==> src/rtl/digits_uart_tx.sv <==
// Serialises a BCD digit stream as one ASCII text line (leading zeros suppressed, CR LF
// appended) onto an 8N1 UART line, buffered through a small character FIFO.
`timescale 1ns/1ps

module digits_uart_tx #(
  parameter int CLKS_PER_BIT = 1085,
  parameter int FIFO_DEPTH   = 8
) (
  input  logic       clk,
  input  logic       rst,
  input  logic [3:0] digit,
  input  logic       leading_zero,
  input  logic       sending,
  output logic       txd,
  output logic       busy,
  output logic       overrun
);

  localparam int AW = $clog2(FIFO_DEPTH);
  localparam int BW = (CLKS_PER_BIT > 2) ? $clog2(CLKS_PER_BIT) : 1;
  localparam logic [BW-1:0] BAUD_LAST = BW'(CLKS_PER_BIT - 1);
  localparam logic [BW-1:0] BAUD_ONE  = BW'(1'b1);
  localparam logic [BW-1:0] BAUD_ZERO = BW'(1'b0);
  localparam logic [AW:0]   PTR_ONE   = (AW + 1)'(1'b1);
  localparam logic [AW:0]   PTR_ZERO  = (AW + 1)'(1'b0);

  typedef enum logic [2:0] {
    F_IDLE,
    F_DIGITS,
    F_CR,
    F_LF,
    F_REJECT
  } frame_state_t;

  typedef enum logic [1:0] {
    TX_IDLE,
    TX_START,
    TX_DATA,
    TX_STOP
  } tx_state_t;

  function automatic logic [7:0] ascii_of(input logic [3:0] d);
    return {4'h0, d} + 8'h30;
  endfunction

  frame_state_t frame_state_r;
  logic         seen_nz_r;
  logic         busy_r;
  logic         overrun_r;
  logic         push_s;
  logic [7:0]   push_data_s;
  logic         accept_s;
  logic         reject_s;

  logic [7:0]   mem_r [FIFO_DEPTH];
  logic [AW:0]  wr_ptr_r;
  logic [AW:0]  rd_ptr_r;
  logic         full_s;
  logic         empty_s;
  logic         wr_en_s;
  logic         drop_s;
  logic         pop_s;
  logic [7:0]   rd_data_s;

  tx_state_t    tx_state_r;
  logic [BW-1:0] baud_r;
  logic [2:0]   bit_idx_r;
  logic [7:0]   shift_r;
  logic         txd_r;
  logic         baud_done_s;
  logic         quiet_s;

  // Decide what the frame logic pushes this cycle and whether a new frame is taken or refused.
  always_comb begin
    push_s      = 1'b0;
    push_data_s = 8'h00;
    accept_s    = 1'b0;
    reject_s    = 1'b0;
    case (frame_state_r)
      F_IDLE: begin
        if (sending) begin
          if (busy_r) begin
            reject_s = 1'b1;
          end else begin
            accept_s    = 1'b1;
            push_s      = !leading_zero;
            push_data_s = ascii_of(digit);
          end
        end else begin
          push_s = 1'b0;
        end
      end
      F_DIGITS: begin
        if (sending) begin
          push_s      = !leading_zero;
          push_data_s = ascii_of(digit);
        end else begin
          push_s      = !seen_nz_r;
          push_data_s = 8'h30;
        end
      end
      F_CR: begin
        push_s      = 1'b1;
        push_data_s = 8'h0D;
      end
      F_LF: begin
        push_s      = 1'b1;
        push_data_s = 8'h0A;
      end
      default: begin
        push_s = 1'b0;
      end
    endcase
  end

  // Frame tracking: digits, optional lone '0', then CR and LF on consecutive cycles.
  always_ff @(posedge clk) begin
    if (rst) begin
      frame_state_r <= F_IDLE;
      seen_nz_r     <= 1'b0;
    end else begin
      case (frame_state_r)
        F_IDLE: begin
          if (accept_s) begin
            frame_state_r <= F_DIGITS;
            seen_nz_r     <= !leading_zero;
          end else if (reject_s) begin
            frame_state_r <= F_REJECT;
          end else begin
            frame_state_r <= F_IDLE;
          end
        end
        F_DIGITS: begin
          if (sending) begin
            if (!leading_zero) begin
              seen_nz_r <= 1'b1;
            end
          end else begin
            frame_state_r <= F_CR;
          end
        end
        F_CR: begin
          frame_state_r <= F_LF;
        end
        F_LF: begin
          frame_state_r <= F_IDLE;
          seen_nz_r     <= 1'b0;
        end
        F_REJECT: begin
          if (!sending) begin
            frame_state_r <= F_IDLE;
          end
        end
        default: begin
          frame_state_r <= F_IDLE;
          seen_nz_r     <= 1'b0;
        end
      endcase
    end
  end

  // A pop in the same cycle frees a slot, so a push into a full FIFO is still kept then.
  assign full_s      = (wr_ptr_r[AW] != rd_ptr_r[AW]) &&
                       (wr_ptr_r[AW-1:0] == rd_ptr_r[AW-1:0]);
  assign empty_s     = (wr_ptr_r == rd_ptr_r);
  assign wr_en_s     = push_s && (!full_s || pop_s);
  assign drop_s      = push_s && full_s && !pop_s;
  assign rd_data_s   = mem_r[rd_ptr_r[AW-1:0]];
  assign baud_done_s = (baud_r == BAUD_LAST);
  assign pop_s       = !empty_s && ((tx_state_r == TX_IDLE) ||
                                    ((tx_state_r == TX_STOP) && baud_done_s));

  // Character storage.
  always_ff @(posedge clk) begin
    if (wr_en_s) begin
      mem_r[wr_ptr_r[AW-1:0]] <= push_data_s;
    end
  end

  // FIFO pointers.
  always_ff @(posedge clk) begin
    if (rst) begin
      wr_ptr_r <= PTR_ZERO;
      rd_ptr_r <= PTR_ZERO;
    end else begin
      if (wr_en_s) begin
        wr_ptr_r <= wr_ptr_r + PTR_ONE;
      end
      if (pop_s) begin
        rd_ptr_r <= rd_ptr_r + PTR_ONE;
      end
    end
  end

  // UART transmitter; txd is registered so it lines up with the state it belongs to.
  always_ff @(posedge clk) begin
    if (rst) begin
      tx_state_r <= TX_IDLE;
      baud_r     <= BAUD_ZERO;
      bit_idx_r  <= 3'd0;
      shift_r    <= 8'h00;
      txd_r      <= 1'b1;
    end else begin
      case (tx_state_r)
        TX_IDLE: begin
          baud_r    <= BAUD_ZERO;
          bit_idx_r <= 3'd0;
          if (pop_s) begin
            shift_r    <= rd_data_s;
            tx_state_r <= TX_START;
            txd_r      <= 1'b0;
          end else begin
            txd_r <= 1'b1;
          end
        end
        TX_START: begin
          if (baud_done_s) begin
            baud_r     <= BAUD_ZERO;
            bit_idx_r  <= 3'd0;
            tx_state_r <= TX_DATA;
            txd_r      <= shift_r[0];
          end else begin
            baud_r <= baud_r + BAUD_ONE;
          end
        end
        TX_DATA: begin
          if (baud_done_s) begin
            baud_r <= BAUD_ZERO;
            if (bit_idx_r == 3'd7) begin
              tx_state_r <= TX_STOP;
              txd_r      <= 1'b1;
            end else begin
              bit_idx_r <= bit_idx_r + 3'd1;
              shift_r   <= {1'b0, shift_r[7:1]};
              txd_r     <= shift_r[1];
            end
          end else begin
            baud_r <= baud_r + BAUD_ONE;
          end
        end
        TX_STOP: begin
          if (baud_done_s) begin
            baud_r <= BAUD_ZERO;
            if (pop_s) begin
              shift_r    <= rd_data_s;
              tx_state_r <= TX_START;
              txd_r      <= 1'b0;
            end else begin
              tx_state_r <= TX_IDLE;
              txd_r      <= 1'b1;
            end
          end else begin
            baud_r <= baud_r + BAUD_ONE;
          end
        end
        default: begin
          tx_state_r <= TX_IDLE;
          baud_r     <= BAUD_ZERO;
          bit_idx_r  <= 3'd0;
          txd_r      <= 1'b1;
        end
      endcase
    end
  end

  assign quiet_s = (tx_state_r == TX_IDLE) && empty_s && (frame_state_r == F_IDLE);

  // Status flags: busy spans the whole line, overrun flags any dropped digit or frame.
  always_ff @(posedge clk) begin
    if (rst) begin
      busy_r    <= 1'b0;
      overrun_r <= 1'b0;
    end else begin
      busy_r    <= accept_s || (busy_r && !quiet_s);
      overrun_r <= reject_s || drop_s;
    end
  end

  assign txd     = txd_r;
  assign busy    = busy_r;
  assign overrun = overrun_r;

endmodule

==> config.mk <==
export PLATFORM = sky130hd
export DESIGN_NAME = digits_uart_tx
export DESIGN_NICKNAME = d
export VERILOG_FILES = /design/src/rtl/digits_uart_tx.sv
export SDC_FILE = /design/constraint.sdc
export NUM_CORES = 1
export LEC_CHECK = 0
export BUFFER_PORTS_ARGS = -buffer_cell sky130_fd_sc_hd__buf_2
export CORE_ASPECT_RATIO = 2
export CORE_MARGIN = 5
export CORE_UTILIZATION = 65
export DETAILED_ROUTE_END_ITERATION = 10
export PLACE_DENSITY = 0.83
export SYNTH_ARGS = -nofsm -noshare
export SYNTH_HDL_FRONTEND = slang
export SYNTH_SLANG_ARGS = --single-unit
==> constraint.sdc <==
create_clock -name clk -period 5.2 [get_ports clk]
set_input_delay 0.26 -clock clk [delete_from_list [all_inputs] [get_ports clk]]
set_output_delay 0.26 -clock clk [all_outputs]
set_load 0.01 [all_outputs]
==> results.sh, run 1 <==
export IMPL_drt_iter0_drc=103
export IMPL_finalInstanceArea_um2=4100
export IMPL_cts_sinks=80
export IMPL_hp_class="input port to flop"
export IMPL_syn2layout_area_growth_pct=9.56
export IMPL_insertion_delay_ns=0.34
export IMPL_ios=11
export IMPL_slowest_stage="nor3_1"
export IMPL_grt_max_degree=36
export IMPL_cts_buffers=9
export IMPL_path_class="flop to flop"
export IMPL_cellPowerDensity_nw_per_um2=487
export IMPL_rsz0062_at_grt="no"
export IMPL_cp_start_kind="flop"
export IMPL_fin_crit_sh_pct=47.8
export IMPL_slew_headroom_pct=35.8
export IMPL_fin_setup_tns_ns=0
export IMPL_die_h_um=117
export IMPL_antenna_found_initial=0
export IMPL_clockRootBuffer="clkbuf_16"
export IMPL_ir_drop_uv=474
export IMPL_tritoncts="yes"
export IMPL_ys_types=48
export IMPL_skew_ns=0.00598
export IMPL_run_status="completed"
export IMPL_crit_family="simple AND/OR/NAND/NOR gates"
export IMPL_ys_seq_elements=80
export IMPL_drv_slew=0
export IMPL_holdWs_ns=0.221
export IMPL_rows=39
export IMPL_ys_flop_type="edfxtp_1"
export IMPL_syn_num_nets=342
export IMPL_cts_resized=0
export IMPL_async_flop_share_pct=0
export IMPL_fin_util_pct=72.5
export IMPL_diodes=0
export IMPL_n_fill_cell=390
export IMPL_grt_overflow_total=0
export IMPL_yosysWarnings=0
export IMPL_synth_edf_count=40
export IMPL_regArea_um2=2000
export IMPL_leakage_nw=1.48
export IMPL_setup_viol=0
export IMPL_finalNetCount=348
export IMPL_max_stage_delay_ns=0.53
export IMPL_drc=0
export IMPL_initial_core_util_pct=66.1
export IMPL_critical_path_required_ns=5.17
export IMPL_vias=2376
export IMPL_crit_chain="inv_1 > ha_1 > nor2b_1 > and4_1 > o311a_4 > nand2b_1 > nor3_1"
export IMPL_multi_input_area_um2=1620
export IMPL_syn_inst=321
export IMPL_syn_area_um2=3740
export IMPL_post_cts_setup_buffers=0
export IMPL_post_dp_cell_area_um2=3800
export IMPL_place_congestion=0.815
export IMPL_die_area_um2=7470
export IMPL_firstDrtPassIters=4
export IMPL_cts_hold_buf=0
export IMPL_coreArea_um2=5660
export IMPL_hpwl_um=5300
export IMPL_h_tree_depth=3
export IMPL_cp_max_fo=7
export IMPL_grt_first_pass_wirelength_um=11900
export IMPL_drive_gt1_share_pct=16.3
export IMPL_port_buffer_count=10
export IMPL_grt_pass1_vias=2372
export IMPL_hold_viol=0
export IMPL_ys_seq_area_share_pct=53.5
export IMPL_syn_area_per_cell_um2=11.7
export IMPL_routed_wl_um=7240
export IMPL_crit_buf_inv=1
export IMPL_cts_clk_slew_worst_paths_ns=0.06
export IMPL_via_per_inst=6.05
export IMPL_grtUsageTotal_pct=21.3
export IMPL_worstSetupEndpointType="flop"
export IMPL_tightestPinTransition_ns=0.956
export IMPL_die_w_um=63.7
export IMPL_clockBufferDepth=2
export IMPL_ant_nets=0
export IMPL_cp_data_arrival_time_ns=2.46
export IMPL_fmax_ghz=0.403
export IMPL_wl_per_cell_um=18.4
export IMPL_cap_violations=0
export IMPL_final_cell_mix="dfxtp_1 (40), edfxtp_1 (40), nor2_1 (37), nor3_1 (16)"
export IMPL_layout_min_cycle_time_ns=2.48
registers in the layout, indices dropped and copies added, names as in the netlist, 2 cells and up, named ones only:
register / cells
mem_r: 40
bit_idx_r: 3
wr_ptr_r: 4
rd_ptr_r: 4
shift_r: 6
baud_r: 11
tx_state_r: 2
frame_state_r: 3
synth_stat cells (2+ instances only):
| library cell | n | share of area [%] |
|---|---|---|
| edfxtp_1 | 40 | 32 |
| and4_1 | 2 | 0.47 |
| ha_1 | 13 | 4.3 |
| nand4_1 | 3 | 0.50 |
| or2_2 | 2 | 0.33 |
| nor2b_1 | 6 | 1.0 |
| nor2_1 | 37 | 3.7 |
| mux2i_1 | 6 | 1.6 |
| xnor2_1 | 6 | 1.4 |
| a21oi_1 | 13 | 1.7 |
| o21ai_0 | 10 | 1.3 |
| o21ai_2 | 4 | 0.94 |
| o21ai_1 | 2 | 0.27 |
| nor3_1 | 16 | 2.1 |
| mux4_2 | 10 | 6.0 |
| nand2b_1 | 13 | 2.2 |
| xor2_1 | 7 | 1.6 |
| o22ai_1 | 4 | 0.67 |
| buf_2 | 4 | 0.53 |
| nand2_1 | 15 | 1.5 |
| clkbuf_1 | 10 | 1.0 |
| a211oi_1 | 6 | 1.2 |
| a31oi_1 | 3 | 0.50 |
| nand4_2 | 2 | 0.67 |
| a221o_1 | 2 | 0.53 |
| nand3_1 | 6 | 0.80 |
| nor4b_4 | 2 | 1.3 |
| inv_1 | 15 | 1.5 |
| dfxtp_1 | 40 | 21 |
| or3_1 | 4 | 0.67 |
metrics by stage:
| step | setup slack [ns] | std cells | power, mW |
|---|---|---|---|
| 3_3_place_gp | 2.85 | 377 | 1.37 |
| 5_1_grt | 2.51 | 393 | 2.11 |
| 6_report | 2.72 | 393 | 2.00 |
| 4_1_cts | 2.73 | 393 | 2.01 |
| 2_1_floorplan | 3.01 | 321 | 1.26 |
| 3_5_place_dp | 2.76 | 377 | 1.39 |
cell families after synthesis:
logic type / share of synthesized area, %
xor+xnor: 3.48
mux: 8.02
flops: 53.5
buf+inv: 3.34
compound gates: 11.5
fa+ha+maj: 4.35
simple gates: 15.8
area by class of cell:
cell class                      instances  area share [%]
Multi-Input combinational cell        211            39.4
Clock buffer                           11            5.92
Sequential cell                        80            48.8
Clock inverter                          5            1.40
Tap cell                               61            1.86
Timing Repair Buffer                   10            1.22
Inverter                               15            1.37
worst paths after layout:
kind	from	endpoint	slack, ns	cells past startpoint
max	baud_r[0]	mem_r[0][4]	2.72	7
min	sending	frame_state_r[2]	0.22	3
max reg2reg	baud_r[0]	mem_r[0][4]	2.72	7
min reg2reg	bit_idx_r[0]	bit_idx_r[0]	0.48	1
power breakdown:
| part | internal [mW] | switching (mW) | leakage (nW) | total [mW] |
|---|---|---|---|---|
| registers | 0.745 | 0.0736 | 0.693 | 0.819 |
| clock network | 0.383 | 0.240 | 0.138 | 0.623 |
| logic | 0.236 | 0.320 | 0.645 | 0.556 |
| total | 1.36 | 0.634 | 1.48 | 2.00 |
routing by layer:
layer	up-vias	track usage (%)	routed length, um
met5	-	0	0
met4	0	12.7	223
met3	16	4.40	228
met2	49	37.9	4220
met1	1126	22.0	2570
li1	1185	-	-
worst min-delay path, stage by stage:
cell	delay [ns]
buf_2	0.15
nand2_1	0.07
nor3_1	0.04
No activity file was read; power rests on OpenSTA's default activity.
==> run 2, diff against run 1 <==
--- a/config.mk
+++ b/config.mk
@@ -8,9 +8,9 @@
 export BUFFER_PORTS_ARGS = -buffer_cell sky130_fd_sc_hd__buf_2
 export CORE_ASPECT_RATIO = 2
 export CORE_MARGIN = 5
-export CORE_UTILIZATION = 65
+export CORE_UTILIZATION = 61
 export DETAILED_ROUTE_END_ITERATION = 10
-export PLACE_DENSITY = 0.83
+export PLACE_DENSITY = 0.78
 export SYNTH_ARGS = -nofsm -noshare
 export SYNTH_HDL_FRONTEND = slang
 export SYNTH_SLANG_ARGS = --single-unit
==> constraint.sdc (replaced) <==
create_clock -name clk -period 2.4 [get_ports clk]
set_input_delay 0.12 -clock clk [delete_from_list [all_inputs] [get_ports clk]]
set_output_delay 0.12 -clock clk [all_outputs]
set_load 0.01 [all_outputs]
==> results.sh, run 2 (same netlist as run 1, synthesis figures left out) <==
export IMPL_cap_violations=0
export IMPL_cts_clk_slew_worst_paths_ns=0.06
export IMPL_die_w_um=65.4
export IMPL_cts_sinks=80
export IMPL_post_cts_setup_buffers=0
export IMPL_grt_first_pass_wirelength_um=12400
export IMPL_place_inst=392
export IMPL_swShare_pct=30.9
export IMPL_fin_crit_sh_pct=95.5
export IMPL_power_frac_seq_pct=39.4
export IMPL_grt_overflow_total=0
export IMPL_n_fill_cell=439
export IMPL_drv_slew=0
export IMPL_fmax_ghz=0.436
export IMPL_rrSetupSlack_ns=0.11
export IMPL_insertion_delay_ns=0.33
export IMPL_skew_ns=0.00532
export IMPL_switchingPower_mw=1.39
export IMPL_p_comb_share_pct=28.6
export IMPL_power_mw=4.49
export IMPL_critical_path_required_ns=2.50
export IMPL_cp_max_fo=9
export IMPL_fin_ws_ns=0.108
export IMPL_regArea_um2=2000
export IMPL_multi_input_area_um2=1630
export IMPL_finalInstanceArea_um2=4240
export IMPL_hold_viol=0
export IMPL_min_path_cells=3
export IMPL_cellInternalPower_mw=3.10
export IMPL_fin_util_pct=70.5
export IMPL_cp_data_arrival_time_ns=2.39
export IMPL_hp_class="input port to flop"
export IMPL_cp_start_kind="flop"
export IMPL_syn2layout_area_growth_pct=13.2
export IMPL_holdWs_ns=0.0947
export IMPL_ir_drop_uv=856
export IMPL_r2r_end="mem_r[0][0]"
export IMPL_drt_iter0_drc=69
export IMPL_cellPowerDensity_nw_per_um2=1060
export IMPL_fin_setup_tns_ns=0
export IMPL_path_class="flop to flop"
export IMPL_via_per_inst=6.04
export IMPL_leakage_nw=1.56
export IMPL_timing_rr_start="wr_ptr_r[1]"
export IMPL_dp_slack_ns=0.132
export IMPL_layout_min_cycle_time_ns=2.29
export IMPL_rsz0062_at_grt="no"
export IMPL_h_tree_depth=3
export IMPL_die_h_um=121
export IMPL_tightestPinTransition_ns=0.634
export IMPL_diodes=0
export IMPL_routed_wl_um=7540
export IMPL_place_congestion=0.811
export IMPL_p_clk_share_pct=31.9
export IMPL_initial_core_util_pct=62.3
export IMPL_grt_pass1_vias=2492
export IMPL_clockRootBuffer="clkbuf_16"
export IMPL_cts_hold_buf=0
export IMPL_setup_viol=0
export IMPL_post_dp_cell_area_um2=3900
export IMPL_rows=40
export IMPL_run_status="completed"
export IMPL_reg2regPathDepth=6
export IMPL_instances_no_fill=408
export IMPL_min_to="frame_state_r[2]"
export IMPL_worstSetupEndpointType="flop"
export IMPL_die_area_um2=7900
export IMPL_ios=11
export IMPL_drive_gt1_share_pct=20.9
export IMPL_coreArea_um2=6010
export IMPL_grt_max_degree=28
export IMPL_finalNetCount=361
export IMPL_cts_buffers=9
export IMPL_port_buffer_count=10
export IMPL_cts_resized=0
export IMPL_wl_per_cell_um=18.5
export IMPL_hp_start="sending"
export IMPL_ant_nets=0
export IMPL_hpwl_um=5550
export IMPL_grtUsageTotal_pct=21.4
export IMPL_tritoncts="yes"
export IMPL_vias=2465
export IMPL_antenna_found_initial=0
export IMPL_final_cell_mix="dfxtp_1 (40), edfxtp_1 (40), nor2_1 (33), nor3_1 (16)"
export IMPL_firstDrtPassIters=4
export IMPL_largest_reg_flops=40
export IMPL_clockBufferDepth=2
export IMPL_drc=0
export IMPL_slew_headroom_pct=57.6
-- run 2: worst max path at each step --
stage / depth (start not counted) / start / endpoint
detailed placement: 7 / baud_r[0] / mem_r[4][0]
finish: 6 / wr_ptr_r[1] / mem_r[0][0]
global route: 6 / wr_ptr_r[1] / mem_r[0][0]
global placement: 7 / baud_r[0] / mem_r[4][1]
floorplan: 7 / baud_r[0] / mem_r[0][0]
CTS: 7 / baud_r[0] / mem_r[4][0]
-- run 2: layer usage --
layer / GRT usage (%) / share of wire, %
met5: 0 / 0
met4: 6.62 / 1.2
met3: 4.74 / 2.4
met2: 42.3 / 62
met1: 20.9 / 34
-- run 2: cell type report --
cell class / count / share of cell area (%)
Inverter: 15 / 1.33
Timing Repair Buffer: 23 / 3.48
Multi-Input combinational cell: 211 / 38.5
Clock inverter: 6 / 2.22
Sequential cell: 80 / 47.3
Tap cell: 63 / 1.86
Clock buffer: 10 / 5.40
-- run 2: power by group through the flow --
| stage | clock network [mW] | registers (mW) | logic (mW) |
|---|---|---|---|
| final | 1.43 | 1.77 | 1.28 |
| after global routing | 1.52 | 1.79 | 1.41 |
| after CTS | 1.45 | 1.77 | 1.28 |
| after detailed placement | 0 | 1.80 | 1.27 |
| after floorplan | 0 | 1.73 | 0.997 |
| after global placement | 0 | 1.79 | 1.25 |
-- run 2: worst max-delay path, stage by stage (launching register included) --
cell and delay (ns):
dfxtp_1 0.55, xor2_2 0.16, or3_1 0.45, o311a_4 0.41, nand2b_1 0.24, nor3_1 0.08, buf_4 0.17
